<file path="config.mk">
export PLATFORM = sky130hd
export DESIGN_NAME = i2s_top_tx
export DESIGN_NICKNAME = d
export VERILOG_FILES = /design/src/rtl/i2s_top_tx.sv
export SDC_FILE = /design/constraint.sdc
export NUM_CORES = 1
export LEC_CHECK = 0
export CORE_MARGIN = 4
export CORE_UTILIZATION = 40
export CTS_CLUSTER_SIZE = 12
export DETAILED_ROUTE_END_ITERATION = 10
export GPL_ROUTABILITY_DRIVEN = 0
export PLACE_DENSITY_LB_ADDON = 0.12
export SLEW_MARGIN = 5
export SYNTH_ARGS = -nofsm -noshare
export SYNTH_HDL_FRONTEND = slang
export SYNTH_SLANG_ARGS = --single-unit
</file>
<file path="constraint.sdc">
create_clock -name clk_i -period 2 [get_ports clk_i]
set_input_delay 0.6 -clock clk_i [delete_from_list [all_inputs] [get_ports clk_i]]
set_output_delay 0.6 -clock clk_i [all_outputs]
set_load 0.005 [all_outputs]
</file>
<file path="src/rtl/i2s_top_tx.sv">
// I2S master transmitter: per-channel holding registers are serialised MSB-first
// onto sdat_o, with the bit clock and word select derived from clk_i.
module i2s_top_tx #(
    parameter int WORD_WIDTH = 16
) (
    input  logic                  clk_i,
    input  logic                  rst_i,
    input  logic [WORD_WIDTH-1:0] data_i,
    input  logic                  lr_chnl_i,
    input  logic                  write_i,
    output logic                  req_o,
    output logic                  req_chnl_o,
    output logic                  underrun_o,
    output logic                  sclk_o,
    output logic                  wsel_o,
    output logic                  sdat_o
);
    localparam int PW = $clog2(2 * WORD_WIDTH);
    localparam logic [PW-1:0] P_ZERO      = {PW{1'b0}};
    localparam logic [PW-1:0] P_ONE       = PW'(1);
    localparam logic [PW-1:0] P_LOAD_L    = PW'(1);
    localparam logic [PW-1:0] P_SHIFT_L   = PW'(2);
    localparam logic [PW-1:0] P_RIGHT     = PW'(WORD_WIDTH);
    localparam logic [PW-1:0] P_LOAD_R    = PW'(WORD_WIDTH + 1);
    localparam logic [PW-1:0] P_LAST      = PW'(2 * WORD_WIDTH - 1);

    logic                  sclk_r, wsel_r, sdat_r, req_r, req_chnl_r, underrun_r;
    logic [PW-1:0]         slot_cnt_r;
    logic [WORD_WIDTH-1:0] hold_left_r, hold_right_r, shift_left_r, shift_right_r;
    logic                  valid_left_r, valid_right_r;

    logic                  ld_left_s, ld_right_s, sh_left_s, sh_right_s;
    logic                  wsel_next_s, sdat_next_s, req_next_s, req_chnl_next_s, underrun_next_s;
    logic [PW-1:0]         slot_cnt_next_s;
    logic [WORD_WIDTH-1:0] hold_left_next_s, hold_right_next_s;
    logic [WORD_WIDTH-1:0] shift_left_next_s, shift_right_next_s;
    logic                  valid_left_next_s, valid_right_next_s;

    // Slot decode: a slot is the edge on which sclk falls, i.e. while sclk_r is high
    always_comb begin
        ld_left_s  = 1'b0;
        ld_right_s = 1'b0;
        sh_left_s  = 1'b0;
        sh_right_s = 1'b0;
        if (sclk_r) begin
            ld_left_s  = (slot_cnt_r == P_LOAD_L);
            ld_right_s = (slot_cnt_r == P_LOAD_R);
            sh_left_s  = (slot_cnt_r >= P_SHIFT_L) && (slot_cnt_r <= P_RIGHT);
            sh_right_s = (slot_cnt_r > P_LOAD_R) || (slot_cnt_r == P_ZERO);
        end else begin
            ld_left_s  = 1'b0;
            ld_right_s = 1'b0;
            sh_left_s  = 1'b0;
            sh_right_s = 1'b0;
        end
    end

    // Serial side next state: slot counter, word select, shifters, data bit, request pulses
    always_comb begin
        slot_cnt_next_s    = slot_cnt_r;
        wsel_next_s        = wsel_r;
        sdat_next_s        = sdat_r;
        shift_left_next_s  = shift_left_r;
        shift_right_next_s = shift_right_r;
        req_next_s         = 1'b0;
        req_chnl_next_s    = 1'b0;
        underrun_next_s    = 1'b0;
        if (sclk_r) begin
            wsel_next_s = (slot_cnt_r >= P_RIGHT);
            if (slot_cnt_r == P_LAST) begin
                slot_cnt_next_s = P_ZERO;
            end else begin
                slot_cnt_next_s = slot_cnt_r + P_ONE;
            end
        end else begin
            slot_cnt_next_s = slot_cnt_r;
        end
        if (ld_left_s) begin
            shift_left_next_s = hold_left_r;
            sdat_next_s       = hold_left_r[WORD_WIDTH-1];
            req_next_s        = 1'b1;
            req_chnl_next_s   = 1'b0;
            underrun_next_s   = ~valid_left_r;
        end else if (ld_right_s) begin
            shift_right_next_s = hold_right_r;
            sdat_next_s        = hold_right_r[WORD_WIDTH-1];
            req_next_s         = 1'b1;
            req_chnl_next_s    = 1'b1;
            underrun_next_s    = ~valid_right_r;
        end else if (sh_left_s) begin
            shift_left_next_s = {shift_left_r[WORD_WIDTH-2:0], 1'b0};
            sdat_next_s       = shift_left_r[WORD_WIDTH-2];
        end else if (sh_right_s) begin
            shift_right_next_s = {shift_right_r[WORD_WIDTH-2:0], 1'b0};
            sdat_next_s        = shift_right_r[WORD_WIDTH-2];
        end else begin
            sdat_next_s = sdat_r;
        end
    end

    // Holding registers: a load clears valid, a same-cycle write to that channel re-arms it
    always_comb begin
        hold_left_next_s   = hold_left_r;
        hold_right_next_s  = hold_right_r;
        valid_left_next_s  = valid_left_r;
        valid_right_next_s = valid_right_r;
        if (ld_left_s) begin
            valid_left_next_s = 1'b0;
        end else begin
            valid_left_next_s = valid_left_r;
        end
        if (ld_right_s) begin
            valid_right_next_s = 1'b0;
        end else begin
            valid_right_next_s = valid_right_r;
        end
        if (write_i) begin
            if (lr_chnl_i) begin
                hold_right_next_s  = data_i;
                valid_right_next_s = 1'b1;
            end else begin
                hold_left_next_s  = data_i;
                valid_left_next_s = 1'b1;
            end
        end else begin
            hold_left_next_s  = hold_left_r;
            hold_right_next_s = hold_right_r;
        end
    end

    // State register with synchronous active-low reset
    always_ff @(posedge clk_i) begin
        if (!rst_i) begin
            sclk_r        <= 1'b0;
            wsel_r        <= 1'b0;
            sdat_r        <= 1'b0;
            req_r         <= 1'b0;
            req_chnl_r    <= 1'b0;
            underrun_r    <= 1'b0;
            slot_cnt_r    <= P_ZERO;
            hold_left_r   <= {WORD_WIDTH{1'b0}};
            hold_right_r  <= {WORD_WIDTH{1'b0}};
            shift_left_r  <= {WORD_WIDTH{1'b0}};
            shift_right_r <= {WORD_WIDTH{1'b0}};
            valid_left_r  <= 1'b0;
            valid_right_r <= 1'b0;
        end else begin
            sclk_r        <= ~sclk_r;
            wsel_r        <= wsel_next_s;
            sdat_r        <= sdat_next_s;
            req_r         <= req_next_s;
            req_chnl_r    <= req_chnl_next_s;
            underrun_r    <= underrun_next_s;
            slot_cnt_r    <= slot_cnt_next_s;
            hold_left_r   <= hold_left_next_s;
            hold_right_r  <= hold_right_next_s;
            shift_left_r  <= shift_left_next_s;
            shift_right_r <= shift_right_next_s;
            valid_left_r  <= valid_left_next_s;
            valid_right_r <= valid_right_next_s;
        end
    end

    assign sclk_o     = sclk_r;
    assign wsel_o     = wsel_r;
    assign sdat_o     = sdat_r;
    assign req_o      = req_r;
    assign req_chnl_o = req_chnl_r;
    assign underrun_o = underrun_r;

endmodule

</file>
==> flow_metrics.env <==
export IMPL_die_span_in_y_um=98.56
export IMPL_path_class="reg2reg"
export IMPL_fillerInstances=775
export IMPL_worstHoldPathCells=2
export IMPL_timing_reg2reg_setup_slack_ns=0.09
export IMPL_ant_nets=0
export IMPL_clk_transition_reported_paths_ns=0.08
export IMPL_initial_utilization_pct=41.80
export IMPL_die_x_extent_um=98.56
export IMPL_postSynthRegisterBits=75
export IMPL_clockPowerShare_pct=34.6
export IMPL_min_path_type="reg2reg"
export IMPL_ys_top_cells_by_area="sky130_fd_sc_hd__dfxtp_1 (46%), sky130_fd_sc_hd__nand2_1 (9.4%), sky130_fd_sc_hd__a21oi_1 (5.5%)"
export IMPL_cts_repair_timing_setup_buffer_count=0
export IMPL_synthCells=376
export IMPL_regToRegEndpoint="shift_right_r[14]"
export IMPL_crit_path_end_kind="flop"
export IMPL_clock_insertion_delay_worst_skew_ns=0.34
export IMPL_hpwl_um=5484
export IMPL_worstRegToRegCells=5
export IMPL_fmax_mhz=524.4
export IMPL_crit_slowest_cell="sky130_fd_sc_hd__or4_4"
export IMPL_power_switching_mw=0.8461
export IMPL_timing_critical_path_from_type="flop"
export IMPL_vias_per_cell=5.357
export IMPL_drt_first_iter_violations=99
export IMPL_asyncSetResetFlopFracSynth_pct=0
export IMPL_critPathRequiredTime_ns=2.21
export IMPL_die_area_um2=9714
export IMPL_timing_critical_path_slowest_cell_delay_ns=0.53
export IMPL_cts_buffers=9
export IMPL_remaining_design_rule_violation_count=0
export IMPL_power_density_relative_to_cell_area_nw_per_um2=809.2
export IMPL_max_capacitance_violation_total=0
export IMPL_postPlaceCellArea_um2=3761
export IMPL_seq_area_frac_synth_pct=45.77
export IMPL_critical_path_buffers_and_inverters=1
export IMPL_routedWlPerCell_um=15.87
export IMPL_fin_ws_ns=0.09306
export IMPL_synth_lib_cells_used_distinct=43
export IMPL_synth_area_leader_cell="sky130_fd_sc_hd__dfxtp_1"
export IMPL_design_power_total_mw=3.215
export IMPL_yosys_warnings=0
export IMPL_post_place_cells=497
export IMPL_synth_edff_count=0
export IMPL_dp_worst_setup_slack_ns=0.01409
export IMPL_comb_power_share_pct=14.4
export IMPL_worst_hold_path_startpoint="hold_left_r[0]"
export IMPL_timing_final_max_slew_violations=0
export IMPL_setup_violations=0
export IMPL_r2r_start="slot_cnt_r[0]"
export IMPL_power_switching_share_pct=26.32
export IMPL_fp_row_count=32
export IMPL_cts_tree="built"
export IMPL_synth_top_area_share_pct=45.77
export IMPL_io_pin_count=26
export IMPL_synth_cell_area_um2=3281
export IMPL_grt_first_pass_wirelength_um=13390
export IMPL_period_needed_ns=1.907
export IMPL_final_min_period_over_clock_period_pct=95.35
export IMPL_grt_pass1_vias=2692
export IMPL_finalCoreUtilization_pct=50.62
export IMPL_cts_htree_levels=3
export IMPL_syn_avg_cell_area_um2=8.725
export IMPL_clkSinkCount=75
export IMPL_outcome="finished, final reports clean"
export IMPL_grt_use_total_pct=17.15
export IMPL_grt_overflow_total=0
export IMPL_final_nets=431
export IMPL_vdd_ir_drop_max_mv=0.3616
export IMPL_firstDrtPassIters=4
export IMPL_final_layout_size_suffix_gt1_share_pct=16.34
export IMPL_timing_critical_path_cells="or4_4 > or3b_4 > buf_4 > a31oi_1 > a311oi_1"
export IMPL_maxSlewHeadroom_pct=53.99
export IMPL_routed_vias=2743
export IMPL_io_buffer_count=25
export IMPL_synthTopCellsByCount="sky130_fd_sc_hd__nand2_1 (82), sky130_fd_sc_hd__dfxtp_1 (75), sky130_fd_sc_hd__a21oi_1 (36)"
export IMPL_post_route_cell_area_um2=3973
export IMPL_routed_wire_length_um=8124
export IMPL_post_synth_top_count_cell="sky130_fd_sc_hd__nand2_1"
export IMPL_grt_start_max_net_pins=30
export IMPL_p_seq_share_pct=51.0
export IMPL_syn_to_final_growth_pct=21.09
export IMPL_antenna_found_initial=0
export IMPL_cts_root_to_sink_buffers=2
export IMPL_clock_tree_root_cell="sky130_fd_sc_hd__clkbuf_8"
export IMPL_hold_path_endpoint="hold_left_r[0]"
export IMPL_synth_net_count=401
export IMPL_worstPathMaxFanout=9
export IMPL_critPathTopFamily="simple AND/OR/NAND/NOR gates"
export IMPL_cp_data_arrival_time_ns=2.12
export IMPL_power_report_internal_total_mw=2.369
export IMPL_layout_cells_non_filler=512
export IMPL_most_common_flop_cell_mapped_by_yosys="sky130_fd_sc_hd__dfxtp_1"
export IMPL_leakagePower_nw=1.364
export IMPL_final_hold_violation_count=0
export IMPL_cp_depth=5
export IMPL_worst_clock_skew_ns=0.008498
export IMPL_antenna_diode_count=0
export IMPL_core_outline_area_um2=7848
export IMPL_actual_slew_at_the_worst_max_slew_pin_ns=0.6894
## logic make-up (layout without fill, tap and decap cells)
kind of cell,count (synthesis),in the layout,synth area share (%)
AO/OA/AOI/OAI,93,93,20.60
AND/OR/NAND/NOR,145,145,20.21
flip-flops,75,75,45.77
adder cells (fa/ha/maj),5,5,1.907
multiplexers,19,19,5.835
buffers and inverters,39,73,5.682
## worst max-delay path by stage
stage	endpoint	slack, ns	start
global placement	shift_right_r[4]	0.1	slot_cnt_r[0]
CTS	shift_right_r[4]	0.02	slot_cnt_r[0]
floorplan	shift_right_r[4]	-0.07	slot_cnt_r[2]
finish	shift_right_r[14]	0.09	slot_cnt_r[0]
global route	shift_right_r[14]	-0.03	slot_cnt_r[1]
detailed placement	shift_left_r[2]	0.01	slot_cnt_r[0]
## through the flow
step / hold slack (ns) / setup TNS [ns]
6_report: 0.4558 / 0
3_3_place_gp: 0.4426 / 0
3_5_place_dp: 0.4462 / 0
4_1_cts: 0.4568 / 0
2_1_floorplan: 0.4294 / -0.6545
5_1_grt: 0.4735 / -0.02963
## worst min-delay path: cells and delay by family (launching register included)
family | cells | cell delay, ns
DFF | 1 | 0.31
and+or+nand+nor | 1 | 0.05
AOI/OAI and AO/OA | 1 | 0.05
## cells in the final DEF, fill, tap and decap left out, types with 4 or more instances in the layout
master / instances
sky130_fd_sc_hd__nand2_1: 82
sky130_fd_sc_hd__dfxtp_1: 74
sky130_fd_sc_hd__a21oi_1: 36
sky130_fd_sc_hd__clkdlybuf4s50_1: 25
sky130_fd_sc_hd__buf_4: 25
sky130_fd_sc_hd__mux2i_1: 18
sky130_fd_sc_hd__nor3_1: 15
sky130_fd_sc_hd__a211oi_1: 14
sky130_fd_sc_hd__nand3_1: 14
sky130_fd_sc_hd__a31oi_1: 14
sky130_fd_sc_hd__nor2_1: 11
sky130_fd_sc_hd__a311oi_2: 9
sky130_fd_sc_hd__clkbuf_8: 9
sky130_fd_sc_hd__ha_1: 5
sky130_fd_sc_hd__nand2b_1: 4
sky130_fd_sc_hd__a311oi_1: 4
sky130_fd_sc_hd__clkinv_2: 4
sky130_fd_sc_hd__buf_12: 4
## cell type report
cell class                      count  area, um^2  area share, %
Clock buffer                        9       123.9          3.118
Timing Repair Buffer               54       518.0          13.04
Clock inverter                      6       57.56          1.449
Multi-Input combinational cell    262        1628          40.98
Inverter                            4       15.01         0.3780
Sequential cell                    75        1503          37.83
Tap cell                          102       127.6          3.213
## per-layer routing
metal | GRT usage [%] | up-vias | wire [um]
li1 | - | 1395 | -
met1 | 24.17 | 1280 | 3864
met2 | 26.00 | 59 | 3690
met3 | 4.246 | 9 | 462
met4 | 5.042 | 0 | 106
met5 | 0 | - | 0
## timing repair
| action | in CTS | in global routing |
|---|---|---|
| hold buffers | 0 | 0 |
| setup endpoints to repair | 1 | 28 |
| pin swaps | 0 | 0 |
| resized for setup | 1 | 6 |
## registers in the layout (all words and copies together) (netlist names)
register,count
hold_left_r,16
hold_right_r,16
req_chnl_o,1
req_o,1
sclk_o,1
sdat_o,1
shift_left_r,15
shift_right_r,15
slot_cnt_r,5
underrun_o,1
valid_left_r,1
valid_right_r,1
wsel_o,1
## power groups by stage
| stage | Sequential, mW | Combinational (mW) | Clock, mW |
|---|---|---|---|
| final | 1.64 | 0.463 | 1.11 |
| after global routing | 1.65 | 0.509 | 1.23 |
| after CTS | 1.64 | 0.454 | 1.14 |
| after detailed placement | 1.67 | 0.453 | 0 |
| after global placement | 1.67 | 0.445 | 0 |
| after floorplan | 1.66 | 0.306 | 0 |
No activity file was read; power rests on OpenSTA's default activity.
